**config.mk**
```make
export PLATFORM = sky130hd
export DESIGN_NAME = score_display_scan
export DESIGN_NICKNAME = d
export VERILOG_FILES = /design/src/rtl/snake_pkg.sv /design/src/rtl/bcd_counter4.sv /design/src/rtl/score_display_scan.sv
export SDC_FILE = /design/constraint.sdc
export NUM_CORES = 1
export LEC_CHECK = 0
export ABC_AREA = 1
export BUFFER_PORTS_ARGS = -buffer_cell sky130_fd_sc_hd__buf_4
export CAP_MARGIN = 20
export CORE_ASPECT_RATIO = 0.9
export CORE_MARGIN = 1
export CORE_UTILIZATION = 55
export CTS_BUF_LIST = sky130_fd_sc_hd__clkbuf_16
export DETAILED_ROUTE_END_ITERATION = 10
export HOLD_SLACK_MARGIN = 0.02
export PLACE_DENSITY = 0.76
export SLEW_MARGIN = 20
export SYNTH_ARGS = -nofsm -noshare
export SYNTH_HDL_FRONTEND = slang
export SYNTH_HIERARCHICAL = 1
export SYNTH_SLANG_ARGS = --single-unit
export TNS_END_PERCENT = 10
```
**constraint.sdc**
```tcl
create_clock -name clk -period 1.4 [get_ports clk]
set_input_delay 0 -clock clk [delete_from_list [all_inputs] [get_ports clk]]
set_output_delay 0 -clock clk [all_outputs]
set_load 0.005 [all_outputs]
```
**src/rtl/snake_pkg.sv**
```systemverilog
// Shared constants and types for the score display path.
package snake_pkg;

  localparam int unsigned NUM_DIGITS = 4;
  localparam logic [3:0]  BLANK_CODE = 4'hF;
  localparam logic [3:0]  AN_ALL_OFF = 4'b1111;
  localparam logic [15:0] BCD_MAX    = 16'h9999;

  typedef logic [3:0] bcd_digit_t;

  // Scan position, units first.
  typedef enum logic [1:0] {
    DIG_UNITS     = 2'd0,
    DIG_TENS      = 2'd1,
    DIG_HUNDREDS  = 2'd2,
    DIG_THOUSANDS = 2'd3
  } digit_sel_e;

  // Active-low one-hot anode pattern for a scan position.
  function automatic logic [3:0] anode_for(input digit_sel_e sel);
    return ~(4'b0001 << sel);
  endfunction

endpackage

```
**src/rtl/bcd_counter4.sv**
```systemverilog
// Four-digit saturating BCD counter; clear wins over increment.
module bcd_counter4
  import snake_pkg::*;
(
  input  logic        clk,
  input  logic        rst,
  input  logic        inc,
  input  logic        clr,
  output logic [15:0] bcd
);

  logic [15:0] bcd_q;
  logic [15:0] bcd_d;
  logic        carry;

  // Next count: clear, or ripple a +1 through the nibbles, holding at 9999.
  always_comb begin
    bcd_d = bcd_q;
    carry = 1'b1;
    if (clr) begin
      bcd_d = '0;
    end else if (inc && (bcd_q != BCD_MAX)) begin
      for (int unsigned i = 0; i < NUM_DIGITS; i++) begin
        if (carry) begin
          if (bcd_q[i*4 +: 4] == 4'd9) begin
            bcd_d[i*4 +: 4] = 4'd0;
          end else begin
            bcd_d[i*4 +: 4] = bcd_q[i*4 +: 4] + 4'd1;
            carry           = 1'b0;
          end
        end
      end
    end
  end

  // Count register with synchronous reset.
  always_ff @(posedge clk) begin
    if (rst) begin
      bcd_q <= '0;
    end else begin
      bcd_q <= bcd_d;
    end
  end

  assign bcd = bcd_q;

endmodule

```
**src/rtl/score_display_scan.sv**
```systemverilog
// Holds the BCD game score and time-multiplexes it onto four
// common-anode digits, with optional leading-zero blanking.
module score_display_scan
  import snake_pkg::*;
#(
  parameter int unsigned REFRESH_BITS = 16,
  parameter bit          BLANK_LZ     = 1'b1
) (
  input  logic        clk,
  input  logic        rst,
  input  logic        score_inc,
  input  logic        score_clr,
  output logic [15:0] score_bcd,
  output logic [3:0]  digit,
  output logic [3:0]  an
);

  logic [REFRESH_BITS-1:0] presc_q, presc_d;
  digit_sel_e              sel_q, sel_d;
  logic [3:0]              an_q, an_d;
  bcd_digit_t              digit_q, digit_d;
  logic [3:0]              zero_above;
  bcd_digit_t              nibble;

  bcd_counter4 u_counter (
    .clk (clk),
    .rst (rst),
    .inc (score_inc),
    .clr (score_clr),
    .bcd (score_bcd)
  );

  // Prescaler free-runs; sel advances when the prescaler wraps.
  always_comb begin
    presc_d = presc_q + REFRESH_BITS'(1);
    sel_d   = sel_q;
    if (&presc_q) begin
      sel_d = digit_sel_e'(sel_q + 2'd1);
    end
  end

  // Output select and blanking from the current sel and score.
  always_comb begin
    zero_above[3] = (score_bcd[15:12] == 4'd0);
    zero_above[2] = zero_above[3] && (score_bcd[11:8] == 4'd0);
    zero_above[1] = zero_above[2] && (score_bcd[7:4] == 4'd0);
    zero_above[0] = 1'b0;
    nibble        = score_bcd[{sel_q, 2'b00} +: 4];
    an_d          = anode_for(sel_q);
    digit_d       = nibble;
    if (BLANK_LZ && zero_above[sel_q]) begin
      digit_d = BLANK_CODE;
    end
  end

  // Scan state and registered outputs.
  always_ff @(posedge clk) begin
    if (rst) begin
      presc_q <= '0;
      sel_q   <= DIG_UNITS;
      an_q    <= AN_ALL_OFF;
      digit_q <= BLANK_CODE;
    end else begin
      presc_q <= presc_d;
      sel_q   <= sel_d;
      an_q    <= an_d;
      digit_q <= digit_d;
    end
  end

  assign an    = an_q;
  assign digit = digit_q;

endmodule

```
==> summary.txt <==
FF-to-FF path depth: 7
Leakage: 0.00124 µW
Crit path depth: 7
final period utilization: 99.2%
CP Capture Type: register
Worst path slowest cell: dfxtp_2
Warnings, synthesis: 6
top post-synthesis cells by count: nand2_1 (64), nor2_1 (53), inv_1 (43)
mean area per synthesized cell: 6.88 µm²
Setup TNS Final: 0 ns
Peak VDD IR: 690 µV
TritonCTS clock tree: yes
first-pass detailed-route iteration total: 4
GR Overflow Total: 0
final-report setup violation count: 0
Skew-Pair Late Insertion Delay: 0.28 ns
Synth async-reset ratio: 0%
count leader, synth: nand2_1
post-synthesis sequential area ratio: 36.9%
Slew headroom: 68.9%
maximum buffer depth of the clock tree: 2
GP Congestion: 0.827
initial antenna violation count: 0
Syn Nets: 340
crit-path max cell delay: 0.36 ns
clock skew: 0.00446 ns
Hold Path Stages: 3
Yosys reg bits: 42
CP bufs+invs: 1
Ant. Diodes: 0
status: complete, no violations
max-cap violations: 0
via count: 2190
Power per Cell Area: 903 mW/mm²
placement-stage cell area: 0.00265 mm²
die extent in x: 69.8 µm
crit path kind: register to register
DRT iter0 DRCs: 164
Hold Vio Cnt, Final: 0
unrepaired setup endpoints after global routing: true
post-synth top area share: 36.9%
Critical Path, Cell by Cell: inv_2 -> nor2_2 -> nand2_2 -> nor2_8 -> nand4_4 -> o21ai_1 -> nor2_1
WP data required: 1.57 ns
Fmax achieved: 0.720 GHz
Die ar.: 0.00440 mm²
# rows: 21
total CTS buffers: 5
HP Class: input pin to register
IO Count: 28
number of flops mapped to enable cells by yosys: 0
CTS root buffer: clkbuf_16
Global Route Usage Sum: 24.3%
vias in the first global route: 1963
first-pass GRT wire length: 8600 µm
Die Height: 63.0 µm
final worst path period need: 1.39 ns
fin. max-slew vios: 0
H-tree levels: 2
via/cell ratio: 5.13
clk slew on worst S/H paths: 0.06 ns
worst slew pin tran: 0.466 ns
top post-synthesis cells by area: dfxtp_1 (37%), nand2_1 (11%), nor2_1 (8.7%)
Finished Cell Area: 0.00288 mm²
Starting Density: 59.4%
DRC violations left: 0
Detailed Place HPWL: 3550 µm
Antenna Nets Post-Route: 0
largest net degree at the start of global routing: 17
fraction of layout instances using a drive strength above 1: 25.5%
Critical Path AT: 1.56 ns
Mapped Cells: 331
Crit Path Max Fanout: 8
clock sinks: 42
Syn-to-layout area delta: 26.4%
Syn Std Cell Area: 0.00228 mm²
wire per inst: 11.8 µm
largest area contributor in the netlist: dfxtp_1
Routed WL: 5020 µm
Yosys cell types: 34
Layout Nets: 390
startpoint types: register
area of the core: 0.00384 mm²
IO buf count: 27
critical path's top delay family: simple AND/OR/NAND/NOR gates
Synth Flop Type: dfxtp_1
through the flow:
| stage | instances | hold WS, ns | setup WS (ns) | util (%) | power, µW |
|---|---|---|---|---|---|
| 6_report | 427 | 0.105 | 0.0106 | 75.0 | 2600 |
| 5_1_grt | 427 | 0.115 | -0.0495 | 75.0 | 2690 |
| 4_1_cts | 425 | 0.0782 | 0.0305 | 73.5 | 2610 |
| 3_5_place_dp | 417 | 0.280 | 0.0431 | 69.1 | 1350 |
| 3_3_place_gp | 417 | 0.277 | 0.0972 | 69.1 | 1350 |
| 2_1_floorplan | 331 | 0.205 | 0.117 | - | 1310 |
cells in the final DEF (no fill, tap or decap), types with 2 or more instances in the layout:
cell        n
a21oi_1    17
buf_4      49
clkbuf_16   5
clkinv_1    2
dfxtp_1    40
dfxtp_2     2
ha_1        4
inv_1      40
inv_2       7
nand2_1    64
nand2_2     8
nand2_4     2
nand3_1    14
nand3_4     2
nand3b_1    4
nand4_1     9
nor2_1     50
nor2_2      9
nor2_4      5
o211ai_1    2
o21ai_0    19
o21ai_1     9
o21bai_1    2
xor2_1      3
what timing repair did:
action | 4_1_cts | 5_1_grt
setup endpoints to repair | 1 | 18
setup buffers | 0 | 2
hold endpoints to repair | 9 | 0
pin swaps | 0 | 6
resized for setup | 1 | 15
hold buffers | 1 | 0
where the power goes:
part,leakage [µW],total (µW),switching (µW),internal [µW]
Sequential,0.000342,1220,9.37,1210
Combinational,0.000825,105,59.5,45.4
Clock,0.0000773,1270,447,824
worst reg2reg max path, stage by stage, from the launching register on:
cell and delay (ns):
dfxtp_2 0.36, inv_2 0.06, nor2_2 0.12, nand2_2 0.12, nor2_8 0.19, nand4_4 0.17
o21ai_1 0.20, nor2_1 0.07
logic make-up (layout without fill, tap and decap cells):
kind of cell | Yosys count | count (layout) | share of synthesized area (%)
and+or+nand+nor | 171 | 171 | 36.2
buffers and inverters | 55 | 105 | 9.50
AOI/OAI and AO/OA | 54 | 54 | 13.1
DFF | 42 | 42 | 36.9
adders and majority gates | 5 | 5 | 2.75
xor gates and xnor gates | 4 | 4 | 1.54
path summary, 6_finish.rpt:
| path | from | end | slack (ns) |
|---|---|---|---|
| max reg2reg | u_counter/bcd[7]$_SDFFE_PP0P_ | u_counter/bcd[14]$_SDFFE_PP0P_ | 0.01 |
| max | u_counter/bcd[7]$_SDFFE_PP0P_ | u_counter/bcd[14]$_SDFFE_PP0P_ | 0.01 |
| min reg2reg | presc_q[0]$_SDFF_PP0_ | presc_q[0]$_SDFF_PP0_ | 0.46 |
| min | score_inc | u_counter/bcd[6]$_SDFFE_PP0P_ | 0.11 |
state kept, by name, indices dropped and copies added, names as in the netlist:
name	flops
presc_q	16
u_counter/bcd	16
an	4
digit	4
sel_q	2
area by class of cell:
type | instances | area [µm²]
clock buffers | 5 | 125
clock inverters | 2 | 33.8
fillers | 299 | 958
inverters | 48 | 180
multi-input cells | 234 | 1260
flip-flops and latches | 42 | 843
well taps | 46 | 57.6
repair buffers | 50 | 378
layer usage:
layer	GRT usage, %	routed length (µm)	up-vias
met3	6.61	323	4
met2	36.1	2180	67
li1	-	-	1152
met4	8.00	40	0
met5	0	0	-
met1	34.0	2470	967
Note: power is estimated with default switching activity, not from simulation.
